## src/rtl/alu_b_fwd_ctrl_pkg.sv

```systemverilog
// Shared encodings and the shadow-stage record for the ALU B-operand
// select/forwarding controller.
package alu_b_fwd_ctrl_pkg;

  typedef enum logic [2:0] {
    B_SEL_REG       = 3'b000,
    B_SEL_IMM       = 3'b001,
    B_SEL_FWD_EXMEM = 3'b010,
    B_SEL_FWD_MEMWB = 3'b011,
    B_SEL_CONST     = 3'b100,
    B_SEL_ZERO      = 3'b101
  } b_sel_e;

  localparam logic [1:0] SRC_REG   = 2'b00;
  localparam logic [1:0] SRC_IMM   = 2'b01;
  localparam logic [1:0] SRC_CONST = 2'b10;
  localparam logic [1:0] SRC_ZERO  = 2'b11;

  // Shadow register field is sized for the largest supported register file;
  // narrower specifiers are zero-extended into it.
  localparam int SHD_REG_W = 8;

  typedef struct packed {
    logic                 valid;
    logic                 wr_en;
    logic [SHD_REG_W-1:0] wr_reg;
    logic                 is_load;
  } shadow_t;

endpackage

```

## src/rtl/alu_b_fwd_ctrl_shadow.sv

```systemverilog
// One pipeline-stage copy of destination-register info; loads a bubble
// whenever the load enable is low.
module alu_b_shadow_stage
  import alu_b_fwd_ctrl_pkg::*;
(
  input  logic    clk,
  input  logic    rst,
  input  logic    i_load,
  input  shadow_t i_d,
  output shadow_t o_q
);

  shadow_t r_q;

  always_ff @(posedge clk) begin
    if (rst)         r_q <= '0;
    else if (i_load) r_q <= i_d;
    else             r_q <= '0;
  end

  assign o_q = r_q;

endmodule

```

## src/rtl/alu_b_fwd_ctrl.sv

```systemverilog
// ALU B-operand select/forwarding controller: picks the B source at decode,
// registers it into EX, and stalls one cycle on load-use hazards.
module alu_b_fwd_ctrl
  import alu_b_fwd_ctrl_pkg::*;
#(
  parameter int REG_BITS = 3,
  parameter int CNT_W    = 16
) (
  input  logic                clk,
  input  logic                rst,
  input  logic                id_valid,
  input  logic [REG_BITS-1:0] id_rt,
  input  logic [1:0]          id_b_src,
  input  logic                id_wr_en,
  input  logic [REG_BITS-1:0] id_wr_reg,
  input  logic                id_is_load,
  input  logic                flush,
  output logic [2:0]          ex_b_sel,
  output logic                ex_valid,
  output logic                stall,
  output logic [CNT_W-1:0]    stall_cnt
);

  shadow_t w_ex, w_mem, w_id;
  logic [SHD_REG_W-1:0] w_rt;
  logic w_ex_hit, w_mem_hit, w_issue;
  b_sel_e w_sel;
  logic [2:0] r_ex_b_sel;
  logic [CNT_W-1:0] r_cnt;

  assign w_rt = SHD_REG_W'(id_rt);
  assign w_id = '{valid: 1'b1, wr_en: id_wr_en,
                  wr_reg: SHD_REG_W'(id_wr_reg), is_load: id_is_load};

  assign w_ex_hit  = w_ex.valid  & w_ex.wr_en  & (w_ex.wr_reg  == w_rt);
  assign w_mem_hit = w_mem.valid & w_mem.wr_en & (w_mem.wr_reg == w_rt);

  assign stall   = id_valid & ~flush & (id_b_src == SRC_REG) & w_ex_hit & w_ex.is_load;
  assign w_issue = id_valid & ~stall & ~flush;

  // EX producer wins over MEM: it is the younger write to the same register.
  always_comb begin
    w_sel = B_SEL_REG;
    case (id_b_src)
      SRC_IMM:   w_sel = B_SEL_IMM;
      SRC_CONST: w_sel = B_SEL_CONST;
      SRC_ZERO:  w_sel = B_SEL_ZERO;
      default: begin
        if (w_ex_hit && !w_ex.is_load) w_sel = B_SEL_FWD_EXMEM;
        else if (w_mem_hit)            w_sel = B_SEL_FWD_MEMWB;
        else                           w_sel = B_SEL_REG;
      end
    endcase
  end

  alu_b_shadow_stage u_ex (
    .clk    (clk),
    .rst    (rst),
    .i_load (w_issue),
    .i_d    (w_id),
    .o_q    (w_ex)
  );

  alu_b_shadow_stage u_mem (
    .clk    (clk),
    .rst    (rst),
    .i_load (1'b1),
    .i_d    (w_ex),
    .o_q    (w_mem)
  );

  always_ff @(posedge clk) begin
    if (rst) begin
      r_ex_b_sel <= B_SEL_ZERO;
      r_cnt      <= '0;
    end else begin
      r_ex_b_sel <= w_issue ? w_sel : B_SEL_ZERO;
      if (stall && (r_cnt != {CNT_W{1'b1}})) r_cnt <= r_cnt + 1'b1;
    end
  end

  assign ex_b_sel  = r_ex_b_sel;
  assign ex_valid  = w_ex.valid;
  assign stall_cnt = r_cnt;

endmodule

```

## config.mk

```make
export PLATFORM = sky130hd
export DESIGN_NAME = alu_b_fwd_ctrl
export DESIGN_NICKNAME = d
export VERILOG_FILES = /design/src/rtl/alu_b_fwd_ctrl_pkg.sv /design/src/rtl/alu_b_fwd_ctrl_shadow.sv /design/src/rtl/alu_b_fwd_ctrl.sv
export SDC_FILE = /design/constraint.sdc
export NUM_CORES = 1
export LEC_CHECK = 0
export ABC_CLOCK_PERIOD_IN_PS = 6400
export CAP_MARGIN = 40
export CORE_MARGIN = 2
export CORE_UTILIZATION = 51
export CTS_CLUSTER_SIZE = 14
export DETAILED_ROUTE_END_ITERATION = 12
export HOLD_SLACK_MARGIN = 0.02
export PLACE_DENSITY = 0.83
export SETUP_SLACK_MARGIN = 0.2
export SYNTH_ARGS = -nofsm -noshare
export SYNTH_HDL_FRONTEND = slang
export SYNTH_SLANG_ARGS = --single-unit
```

## constraint.sdc

```tcl
create_clock -name clk -period 6.4 [get_ports clk]
set_input_delay 1.92 -clock clk [delete_from_list [all_inputs] [get_ports clk]]
set_output_delay 1.92 -clock clk [all_outputs]
set_load 0.05 [all_outputs]
```

**After elaboration in Yosys (flattened, before gate mapping)**

Index checks and enable logic that the tools add are counted.

- Register bits after elaboration: 40
- Word-level logic and storage cells: 39

- $add $sub $neg: 1
- Multiplexer cells: 4
- Reduce and logical (&&, ||, !) cells: 5
- Bitwise operators: 13
- Eq/ne operators: 6

Operators with widths:

| cell | count |
|---|---|
| 16-bit by 1-bit adder with 16-bit output, second input constant | 1 |
| 8-bit by 3-bit == test with 1-bit output | 2 |
| 16-bit != test, second input constant | 1 |
| 11-bit 2-to-1 mux | 1 |
| 1-bit bitwise AND | 10 |
| 3-bit one-hot mux with 3 select lines | 1 |
| 2-bit == test, second input constant | 2 |
| 2-bit 2-to-1 mux | 2 |
| 1-bit inverter | 3 |
| 2-bit by 1-bit == test with 1-bit output, second input constant | 1 |
| 1-bit logical AND | 2 |
| 2-bit logical NOT | 1 |
| 2-bit OR reduction | 1 |
| 1-bit logical NOT | 1 |

**Depth between registers and ports, before layout**

Gate-level depths: netlist of the first run.

- Word-level depth: 10
- Gate-level depth with buffers: 7
- Depth with buffers taken out: 6

**Hierarchy**

Synthesis of the first run repeated with hierarchy kept, for this count alone.

- Cell total of the unflattened synthesis: 184
- Area, all modules: 1784.2 µm²

Modules (own cells, without submodules):

| module | area an instance (µm²) | cells each | sequential area each (µm²) | times used |
|---|---|---|---|---|
| alu_b_fwd_ctrl | 1116.1 | 136 | 380.4 | 1 |
| alu_b_shadow_stage | 334.1 | 24 | 220.2 | 2 |

**Worst setup path before layout of the first run**

No wires, ideal clock.

- Kind: input-to-output
- Start: input id_rt[2]
- End: output stall
- Slack: 1543 ps
- Required time: 4480 ps
- Stages: 4
- Data arrival time: 2937 ps
- Path through: xor2_1 nor4_4 nand2_1 inv_1

- Cells in the longest elaborated chain, start to end: 4

RTL lines:

| what | RTL line | source |
|---|---|---|
| from (decl) | alu_b_fwd_ctrl.sv:12 | `input logic [REG_BITS-1:0] id_rt,` |
| 8-bit by 3-bit == test with 1-bit output | alu_b_fwd_ctrl.sv:35 | `assign w_ex_hit = w_ex.valid & w_ex.wr_en & (w_ex.wr_reg == w_rt);` |
| 1-bit bitwise AND | alu_b_fwd_ctrl.sv:35 |  |
| 1-bit bitwise AND (2 in series) | alu_b_fwd_ctrl.sv:38 | `assign stall = id_valid & ~flush & (id_b_src == SRC_REG) & w_ex_hit & w_ex.is_load;` |
| to (decl) | alu_b_fwd_ctrl.sv:20 | `output logic stall,` |

Every way passes these cells.

**Final worst setup path of the first run**

Same ends and word-level chain as after synthesis.

==> reports/qor.yml, run 1 <==
worstSetupStartpointType: "input port"
dp_cells: 203
synth_largest_area_cell: "dfxtp_1"
syn_area_sq_mm: 0.00137
start_util_pct: 54.5
die_y_um: 55.9
cp_max_fo: 5
gp_congestion: 0.716
grt_pass1_vias: 1104
die_w_um: 55.9
critical_path_arrival_ns: 4.01
cts_setup_buffers: 0
dp_hpwl_mm: 2.09
htree_levels: 2
rows: 18
area_growth_pct: 29.8
first_pass_iters: 4
synth_edf_count: 0
synth-main-ff-cell: "dfxtp_1"
final_common_cell: "clkdlybuf4s50_1"
num_vias: 1199
drt_wl_total_mm: 2.82
cts-root-buf: "clkbuf_4"
grt_usage_pct: 20.0
insertedDiodeCount: 0
io_pins: 35
drt-wirelength-per-cell_um: 13.4
synth_top_area_share_pct: 43.7
first_iter_violations: 26
stdcell_count: 211
cts.clk_slew.worst_paths_ns: 0.11
leakagePower_nw: 0.621
max_freq_mhz: 169
r2r-start: "stall_cnt[0]"
drive_gt1_share_pct: 11.6
timing.rr.end: "stall_cnt[11]"
required_ns: 4.48
final_cell_mix: "clkdlybuf4s50_1, dfxtp_1, nand2_1, a21oi_1, nor2b_1"
grt_max_degree: 26
peakVddDrop_v: 0.000169
clock-sinks: 30
final_area_sq_mm: 0.00178
rsz0062_at_grt: "false"
antenna_left: 0
synth_warnings: 0
whs_path_depth: 1
vias_per_cell: 5.68
setup-violations-final: 0
relSlewSlack_pct: 43.0
fin_tns_setup_ns: 0
numCtsBuffers: 5
endpoint_kind: "primary output"
cap_viol_max_count: 0
grt_pass1_wl_mm: 4.91
crit_type: "input port to primary output"
slew_viol_final: 0
clock_tree.buffer_depth: 2
portBuffers: 34
cts_tree: "built"
fin_crit_ns: 5.93
clk-insertion-delay-late_ns: 0.33
antenna_found_initial: 0
r2r_cells: 6
synth_cell_type_count: 37
postCtsResizedCells: 0
synth-seq-cells: 30
tightest_slew_ns: 0.852
yosys-top-cells-area: "dfxtp_1, a21oi_1, nor2b_1, nand2_1, xor2_1"
min_period_over_period_pct: 92.7
synthCells: 145
post_dp_cell_area_sq_mm: 0.00170
ff2ff_setup_slack_ns: 4.10
synthArstFlopShare_pct: 0
hold-path-endpoint: "u_mem.o_q[9]"
seq_area_frac_synth_pct: 43.7
fp.dieArea_sq_mm: 0.00312
drc: 0
hp-start: "u_ex.o_q[9]"
core-area_sq_mm: 0.00252
powerDensity_mw_per_mm2: 203
synth_fp_nets: 160
nets: 195
fin_worst_skew_ns: 0.0107
hold_viol_final: 0
hp-class: "register to register"
grt-ovfl-total: 0
syn_area_per_cell_sq_um: 9.47
finalPower_mw: 0.363
postCtsHoldBufs: 0
outcome: "complete, no violations"
## how the worst max path moves through the flow
stage / start / to / slack (ns) / cells after the start
2_1_floorplan: id_rt[2] / stall / 1.54 / 4
3_3_place_gp: id_rt[2] / stall / 0.50 / 6
3_5_place_dp: id_rt[2] / stall / 0.47 / 6
4_1_cts: id_rt[2] / stall / 0.47 / 6
5_1_grt: id_rt[2] / stall / 0.41 / 6
6_report: id_rt[2] / stall / 0.47 / 6
## worst max-delay path, cell delays in order
cell and delay, ns:
clkdlybuf4s50_1 0.45, xor2_1 0.19, nor4_4 0.40, nand2_1 0.18, inv_1 0.08, clkdlybuf4s50_1 0.79
## cell usage after synthesis (2+ instances only)
master / n
or3_1: 2
dfxtp_1: 30
nand3_1: 5
nor2b_1: 9
inv_1: 3
and3_1: 2
mux2_2: 3
a21oi_1: 12
buf_6: 3
and2_1: 5
nand3b_1: 2
nand4_1: 2
nand2b_1: 2
xnor2_1: 2
nand2_1: 12
or4_1: 5
clkbuf_1: 2
xor2_1: 5
a31o_2: 2
or4_2: 2
nor3_1: 4
nor4_1: 3
o21ai_0: 4
nor2_1: 7
o31ai_1: 5
## power breakdown
part / switching (mW) / internal [mW]
registers: 0.00102 / 0.189
clock network: 0.0704 / 0.0819
logic: 0.00994 / 0.0109
## flip-flops by register name, summed over array words and instances (netlist names)
signal / flops
ex_b_sel: 3
u_ex.o_q: 6
stall_cnt: 16
u_mem.o_q: 5
## layout make-up
class / count / area (sq um)
fillers: 214 / 739
repair buffers: 34 / 340
well taps: 30 / 37.5
clock inverters: 3 / 45.0
multi-input cells: 106 / 711
clock buffers: 5 / 37.5
inverters: 3 / 11.3
flip-flops and latches: 30 / 601
## layer usage
layer / part of all wire [%] / global-route usage (%) / up-vias
li1: - / - / 594
met2: 47 / 31.0 / 39
met3: 6.8 / 5.35 / 5
met5: 0 / 0 / -
met1: 45 / 26.3 / 561
met4: 1.2 / 8.16 / 0
## stage by stage
stage	hold slack, ns	utilization (%)	setup WS [ns]
finish	0.481	70.7	0.468
global route	0.489	70.7	0.408
CTS	0.474	70.7	0.471
detailed placement	0.457	67.4	0.466
global placement	0.456	67.4	0.505
floorplan	0.438	-	1.54
## cell families (layout without fill, tap and decap cells)
kind of cell | after synthesis | count (layout) | share of synthesized area [%]
AOI/OAI and AO/OA | 27 | 27 | 13.3
and+or+nand+nor | 68 | 68 | 30.6
buffers and inverters | 9 | 45 | 4.55
adders and majority gates | 1 | 1 | 0.911
xor gates and xnor gates | 7 | 7 | 4.46
muxes | 3 | 3 | 2.46
DFF | 30 | 30 | 43.7
No activity file was read; power rests on OpenSTA's default activity.
==> run 2, diff against run 1 <==
--- a/config.mk
+++ b/config.mk
@@ -12,6 +12,7 @@
 export CTS_CLUSTER_SIZE = 14
 export DETAILED_ROUTE_END_ITERATION = 12
 export HOLD_SLACK_MARGIN = 0.02
+export MAX_ROUTING_LAYER = met4
 export PLACE_DENSITY = 0.83
 export SETUP_SLACK_MARGIN = 0.2
 export SYNTH_ARGS = -nofsm -noshare
==> reports/qor.yml, run 2 (synthesis results as in run 1) <==
fin_worst_skew_ns: 0.0107
dp_hpwl_mm: 2.09
r2r_cells: 6
setup-violations-final: 0
rows: 18
max_freq_mhz: 169
slew_viol_final: 0
largest_reg_flops: 16
final_area_sq_mm: 0.00178
combPwrFrac_pct: 5.7
drive_gt1_share_pct: 11.6
required_ns: 4.48
post_dp_cell_area_sq_mm: 0.00170
gp_congestion: 0.724
drc: 0
cp_max_fo: 5
drt_wl_total_mm: 2.82
die_y_um: 55.9
first_iter_violations: 26
grt_max_degree: 26
final_util_pct: 70.7
endpoint: "stall"
peakVddDrop_v: 0.000169
critical_path_arrival_ns: 4.01
p_sw_mw: 0.0814
powerDensity_mw_per_mm2: 203
min_period_over_period_pct: 92.7
startpoint: "id_rt[2]"
fp.dieArea_sq_mm: 0.00312
stdcell_count: 211
start_util_pct: 54.5
area_growth_pct: 29.8
seq_power_share_pct: 52.3
cts.clk_slew.worst_paths_ns: 0.11
endpoint_kind: "primary output"
tightest_slew_ns: 0.852
leakagePower_nw: 0.621
numCtsBuffers: 5
nets: 195
antenna_found_initial: 0
num_vias: 1199
grt_usage_pct: 20.5
clkPwrFrac_pct: 42.0
internal_power_mw: 0.281
insertedDiodeCount: 0
fin_tns_setup_ns: 0
fill_cells: 214
swShare_pct: 22.4
cts-root-buf: "clkbuf_4"
die_w_um: 55.9
hold_viol_final: 0
core-area_sq_mm: 0.00252
worstSetupStartpointType: "input port"
io_pins: 35
multi_input_area_sq_um: 711
outcome: "complete, no violations"
antenna_left: 0
clock_tree.buffer_depth: 2
crit_type: "input port to primary output"
cts_tree: "built"
vias_per_cell: 5.68
postCtsResizedCells: 0
ff2ff_setup_slack_ns: 4.10
seqCellArea_sq_um: 601
holdWs_ns: 0.481
grt_pass1_vias: 1104
r2r-start: "stall_cnt[0]"
hp-class: "register to register"
rsz0062_at_grt: "false"
grt_pass1_wl_mm: 4.91
postCtsHoldBufs: 0
cts_setup_buffers: 0
relSlewSlack_pct: 43.0
final_cell_mix: "clkdlybuf4s50_1, dfxtp_1, nand2_1, a21oi_1, nor2b_1"
dp_cells: 203
clk-insertion-delay-late_ns: 0.33
final_common_cell: "clkdlybuf4s50_1"
portBuffers: 34
drt-wirelength-per-cell_um: 13.4
timing.rr.end: "stall_cnt[11]"
first_pass_iters: 4
cap_viol_max_count: 0
clock-sinks: 30
grt-ovfl-total: 0
htree_levels: 2
fin_crit_ns: 5.93
run 2: cell counts in the layout (fill, tap and decap cells not counted):
No cell type changed its count.
run 2: how the worst min path moves through the flow:
| stage | endpoint | cells past startpoint | from |
|---|---|---|---|
| 4_1_cts | u_mem.o_q[9] | 1 | u_ex.o_q[9] |
| 2_1_floorplan | u_mem.o_q[9] | 1 | u_ex.o_q[9] |
| 3_3_place_gp | u_mem.o_q[9] | 1 | u_ex.o_q[9] |
| 5_1_grt | u_mem.o_q[9] | 1 | u_ex.o_q[9] |
| 6_report | u_mem.o_q[9] | 1 | u_ex.o_q[9] |
| 3_5_place_dp | u_mem.o_q[9] | 1 | u_ex.o_q[9] |
run 2: power by group through the flow:
| stage | clock network (mW) | logic, mW | registers [mW] |
|---|---|---|---|
| after floorplan | 0 | 0.00822 | 0.196 |
| after global placement | 0 | 0.0203 | 0.194 |
| after detailed placement | 0 | 0.0210 | 0.194 |
| after CTS | 0.153 | 0.0210 | 0.190 |
| after global routing | 0.163 | 0.0226 | 0.190 |
| final | 0.152 | 0.0208 | 0.190 |
run 2: per-stage QoR:
step                setup WS [ns]  power [mW]
floorplan                    1.54       0.204
global placement            0.505       0.214
detailed placement          0.466       0.215
CTS                         0.471       0.363
global route                0.408       0.376
finish                      0.468       0.363
run 2: layer usage:
metal	share of wire, %	global-route usage, %	vias to the layer above
met5	0	-	-
met4	1.2	8.16	0
met3	6.3	4.88	5
met2	47	31.0	39
met1	45	26.6	561
li1	-	-	594
run 2: final cells by class:
class	instances	area share, %
clock buffer	5	2.11
clock inverter	3	2.53
inverter	3	0.632
multi-input combinational	106	39.9
sequential	30	33.7
tap	30	2.11
timing repair buffer	34	19.1
run 2: worst max-delay path, cell delays in order:
cell,delay [ns]
clkdlybuf4s50_1,0.45
xor2_1,0.19
nor4_4,0.40
nand2_1,0.18
inv_1,0.08
clkdlybuf4s50_1,0.79
==> run 3, diff against run 2 <==
--- a/config.mk
+++ b/config.mk
@@ -7,6 +7,7 @@
 export LEC_CHECK = 0
 export ABC_CLOCK_PERIOD_IN_PS = 6400
 export CAP_MARGIN = 40
+export CORE_ASPECT_RATIO = 0.9
 export CORE_MARGIN = 2
 export CORE_UTILIZATION = 51
 export CTS_CLUSTER_SIZE = 14
==> reports/qor.yml, run 3 (synthesis results as in run 1) <==
outcome: "finished, violations left"
violations: "design-rule violations"
dp_hpwl_mm: 2.13
area_growth_pct: 31.7
portBuffers: 34
ff2ff_setup_slack_ns: 4.09
postCtsHoldBufs: 0
drt_wl_total_mm: 3.01
die_y_um: 53.2
grt-ovfl-total: 0
num_vias: 1180
die_w_um: 58.7
fill_cells: 207
final_common_cell: "clkdlybuf4s50_1"
timing.rr.end: "stall_cnt[11]"
cap_viol_max_count: 0
clock-sinks: 30
start_util_pct: 54.7
cp_max_fo: 5
vias_per_cell: 5.65
cts_tree: "built"
cts-root-buf: "clkbuf_4"
powerDensity_mw_per_mm2: 228
pre_cts_ws_ns: 0.470
io_pins: 35
antenna_found_initial: 0
insertedDiodeCount: 0
leakagePower_nw: 0.642
critical_path_arrival_ns: 4.01
setup_slack_ns: 0.466
slew_viol_final: 0
peakVddDrop_v: 0.000153
largest_reg_flops: 16
whs_path_depth: 1
required_ns: 4.48
fin_tns_setup_ns: 0
htree_levels: 2
hp-class: "register to register"
antenna_left: 0
fp.dieArea_sq_mm: 0.00313
cts_setup_buffers: 0
gp_congestion: 0.744
multi_input_area_sq_um: 711
clk-insertion-delay-late_ns: 0.35
r2r_cells: 6
clock_tree.buffer_depth: 2
relSlewSlack_pct: 41.9
grt_max_degree: 26
cts.clk_slew.worst_paths_ns: 0.10
startpoint: "id_rt[2]"
drive_gt1_share_pct: 11.6
seqCellArea_sq_um: 601
max_freq_mhz: 169
worstSetupStartpointType: "input port"
setup-violations-final: 0
tightest_slew_ns: 0.869
drc: 1
final_cell_mix: "clkdlybuf4s50_1, dfxtp_1, nand2_1, a21oi_1, nor2b_1"
first_pass_iters: 8
endpoint_kind: "primary output"
grt_pass1_wl_mm: 4.84
numCtsBuffers: 5
nets: 195
hp-start: "u_ex.o_q[9]"
r2r-start: "stall_cnt[0]"
min_period_over_period_pct: 92.7
core-area_sq_mm: 0.00251
grt_usage_pct: 22.4
rows: 17
drt-wirelength-per-cell_um: 14.4
first_iter_violations: 63
postCtsResizedCells: 0
hold_viol_final: 0
hold-path-endpoint: "u_mem.o_q[9]"
crit_type: "input port to primary output"
rsz0062_at_grt: "false"
fin_worst_skew_ns: 0.0145
fin_crit_ns: 5.93
holdWs_ns: 0.484
grt_pass1_vias: 1105
-- run 3: changes by cell type in the layout (fill, tap and decap cells not counted), sizes merged --
cell,before,now
clkbuf,5,6
bufinv,1,2
clkinvlp,2,0
-- run 3: final cells by class --
class / count / share of cell area (%)
multi-input combinational: 106 / 39.3
sequential: 30 / 33.2
timing repair buffer: 34 / 18.8
clock inverter: 2 / 3.32
clock buffer: 6 / 2.84
tap: 28 / 1.94
inverter: 3 / 0.622
-- run 3: worst max path at each step --
stage / end / depth (start not counted)
4_1_cts: stall / 6
5_1_grt: stall / 6
3_3_place_gp: stall / 6
6_report: stall / 6
3_5_place_dp: stall / 6
2_1_floorplan: stall / 4
-- run 3: stage by stage --
step	power, mW	utilization, %	cell area, sq um	std cells
floorplan	0.204	-	1370	145
global placement	0.214	67.6	1700	201
detailed placement	0.215	67.6	1700	201
CTS	0.416	72.1	1810	209
global route	0.425	72.1	1810	209
finish	0.413	72.1	1810	209
-- run 3: power by group --
group | total, mW | internal, mW | leakage [nW] | switching, mW
sequential | 0.190 | 0.189 | 0.243 | 0.00104
combinational | 0.0209 | 0.0109 | 0.341 | 0.00996
clock | 0.203 | 0.132 | 0.0585 | 0.0705
-- run 3: metal layers --
| metal | GRT usage [%] | vias to the layer above | part of all wire (%) | wire length, um |
|---|---|---|---|---|
| li1 | - | 589 | - | - |
| met1 | 27.8 | 546 | 45 | 1340 |
| met2 | 32.0 | 37 | 48 | 1440 |
| met3 | 7.58 | 8 | 5.2 | 157 |
| met4 | 12.1 | 0 | 2.3 | 70 |
| met5 | - | - | 0 | 0 |
-- run 3: worst max-delay path, stage by stage --
cell and delay, ns:
clkdlybuf4s50_1 0.45, xor2_1 0.19, nor4_4 0.39, nand2_1 0.19
inv_1 0.08, clkdlybuf4s50_1 0.79
==> RTL change, RTL diff (config.mk and constraints of run 2) <==
Set the parameter `CNT_W` to 32 (it was 16).
--- a/src/rtl/alu_b_fwd_ctrl.sv
+++ b/src/rtl/alu_b_fwd_ctrl.sv
@@ -6,3 +6,3 @@
   parameter int REG_BITS = 3,
-  parameter int CNT_W    = 16
+  parameter int CNT_W    = 32
 ) (
Interface: changed (resized stall_cnt); port bits go from 35 to 51. No check against the original RTL was run, so the function may have changed too.
==> RTL change against run 2 <==
Count of clock-buffer cells in the layout is the same; design area is 61% higher; sequential cell count is 16 higher; first-iteration DRC count increased to 4.7 times the old value; clock skew is 0.0037 ns lower; setup slack improved by 0.30 ns; area after synthesis rose by 65%; wire length rose by 75%; power is 37% higher; largest power group unchanged.
==> RTL change: results (changes against run 2) <==
clock_network:
  clk_pin_slew_ns: 0.09  # -0.02 ns
global_routing:
  grt_max_degree: 47  # +81%
  grt_pass1_vias: 1886  # +71%
  use_met1: 0.270  # +0.00350
  grtUsageTotal: 0.215  # +0.00991
  grt_pass1_wl_um: 8510  # +74%
final_layout:
  buffers: 51  # +50%
  register_area_um2: 921  # +53%
  drive_gt1_frac: 0.0808  # -0.0352
  fin_nets: 311  # +59%
  seq_cells: 46  # +53%
  largest_reg_flops: 32  # +16
  multi_input_area_um2: 1260  # +78%
  num-multi-input-gates: 186  # +75%
  num-fill-cells: 367  # +71%
drt:
  route.vias.total: 2046  # +71%
  wl_met2_um: 2420  # +82%
  met1_length_um: 2230  # +75%
  drtIter0Drc: 123  # +370%
  routed-wl-met3_um: 216  # +21%
pwr:
  powerClk_mw: 0.183  # +20%
  p_leak_nw: 0.933  # +50%
  p_seq_mw: 0.289  # +52%
setup_path:
  path_max_fanout: 16  # +11
  reg2reg_to: "stall_cnt[3]"
  r2r_setup_slack_ns: 3.70  # -0.40 ns
  crit_path_top_delay_cell: "nor4_4"
run_status:
  outcome: "complete, no violations"
synthesis:
  synthTopCellsByCount: "dfxtp_1 (46), a21oi_1 (24), or4_1 (23)"
  synth-compound-area-share: 0.140  # +0.00696
  synthAdderAreaFrac: 0.00553  # -0.00358
  synthMuxAreaShare: 0.0299  # +0.00528
  synth.yosys.seq_area_share: 0.407  # -0.0301
  synth-xor-area-share: 0.0232  # -0.0214
placement:
  port_buffers: 50  # +47%
  dp_slack_ns: 0.765  # +0.298 ns
  dp_hpwl_um: 3510  # +68%
sta:
  worst_pin_slew_ns: 0.762  # -0.0901 ns
  timing.final.crit_share: 0.880  # -0.0470
==> RTL change: cell types whose count changed in the layout (fill, tap and decap cells not counted), sizes merged, moves of 4 or more <==
cell           delta
o31ai            +14
or4              +16
nor4b             +4
clkdlybuf4s50    +15
o21ai             +5
inv               +4
a21oi            +12
nand3             +5
dfxtp            +16
nand4             +8
nor2              +9
==> RTL change: per-stage QoR <==
step | instance area, um^2 | hold slack, ns | power (mW) | std cells | utilization
after floorplan | 2260 | 0.438 | 0.308 | 248 | -
after global placement | 2780 | 0.453 | 0.319 | 341 | 0.642
after detailed placement | 2780 | 0.452 | 0.320 | 341 | 0.642
after CTS | 2870 | 0.469 | 0.500 | 349 | 0.664
after global routing | 2870 | 0.481 | 0.514 | 349 | 0.664
final | 2870 | 0.470 | 0.496 | 349 | 0.664
==> RTL change: worst reg2reg max path: stages, from the launching register on <==
cell	delay, ns
dfxtp_1	0.40
ha_1	0.26
nand4_2	0.20
or4_1	0.63
nor3_4	0.62
nor4b_1	0.14
mux2_1	0.34
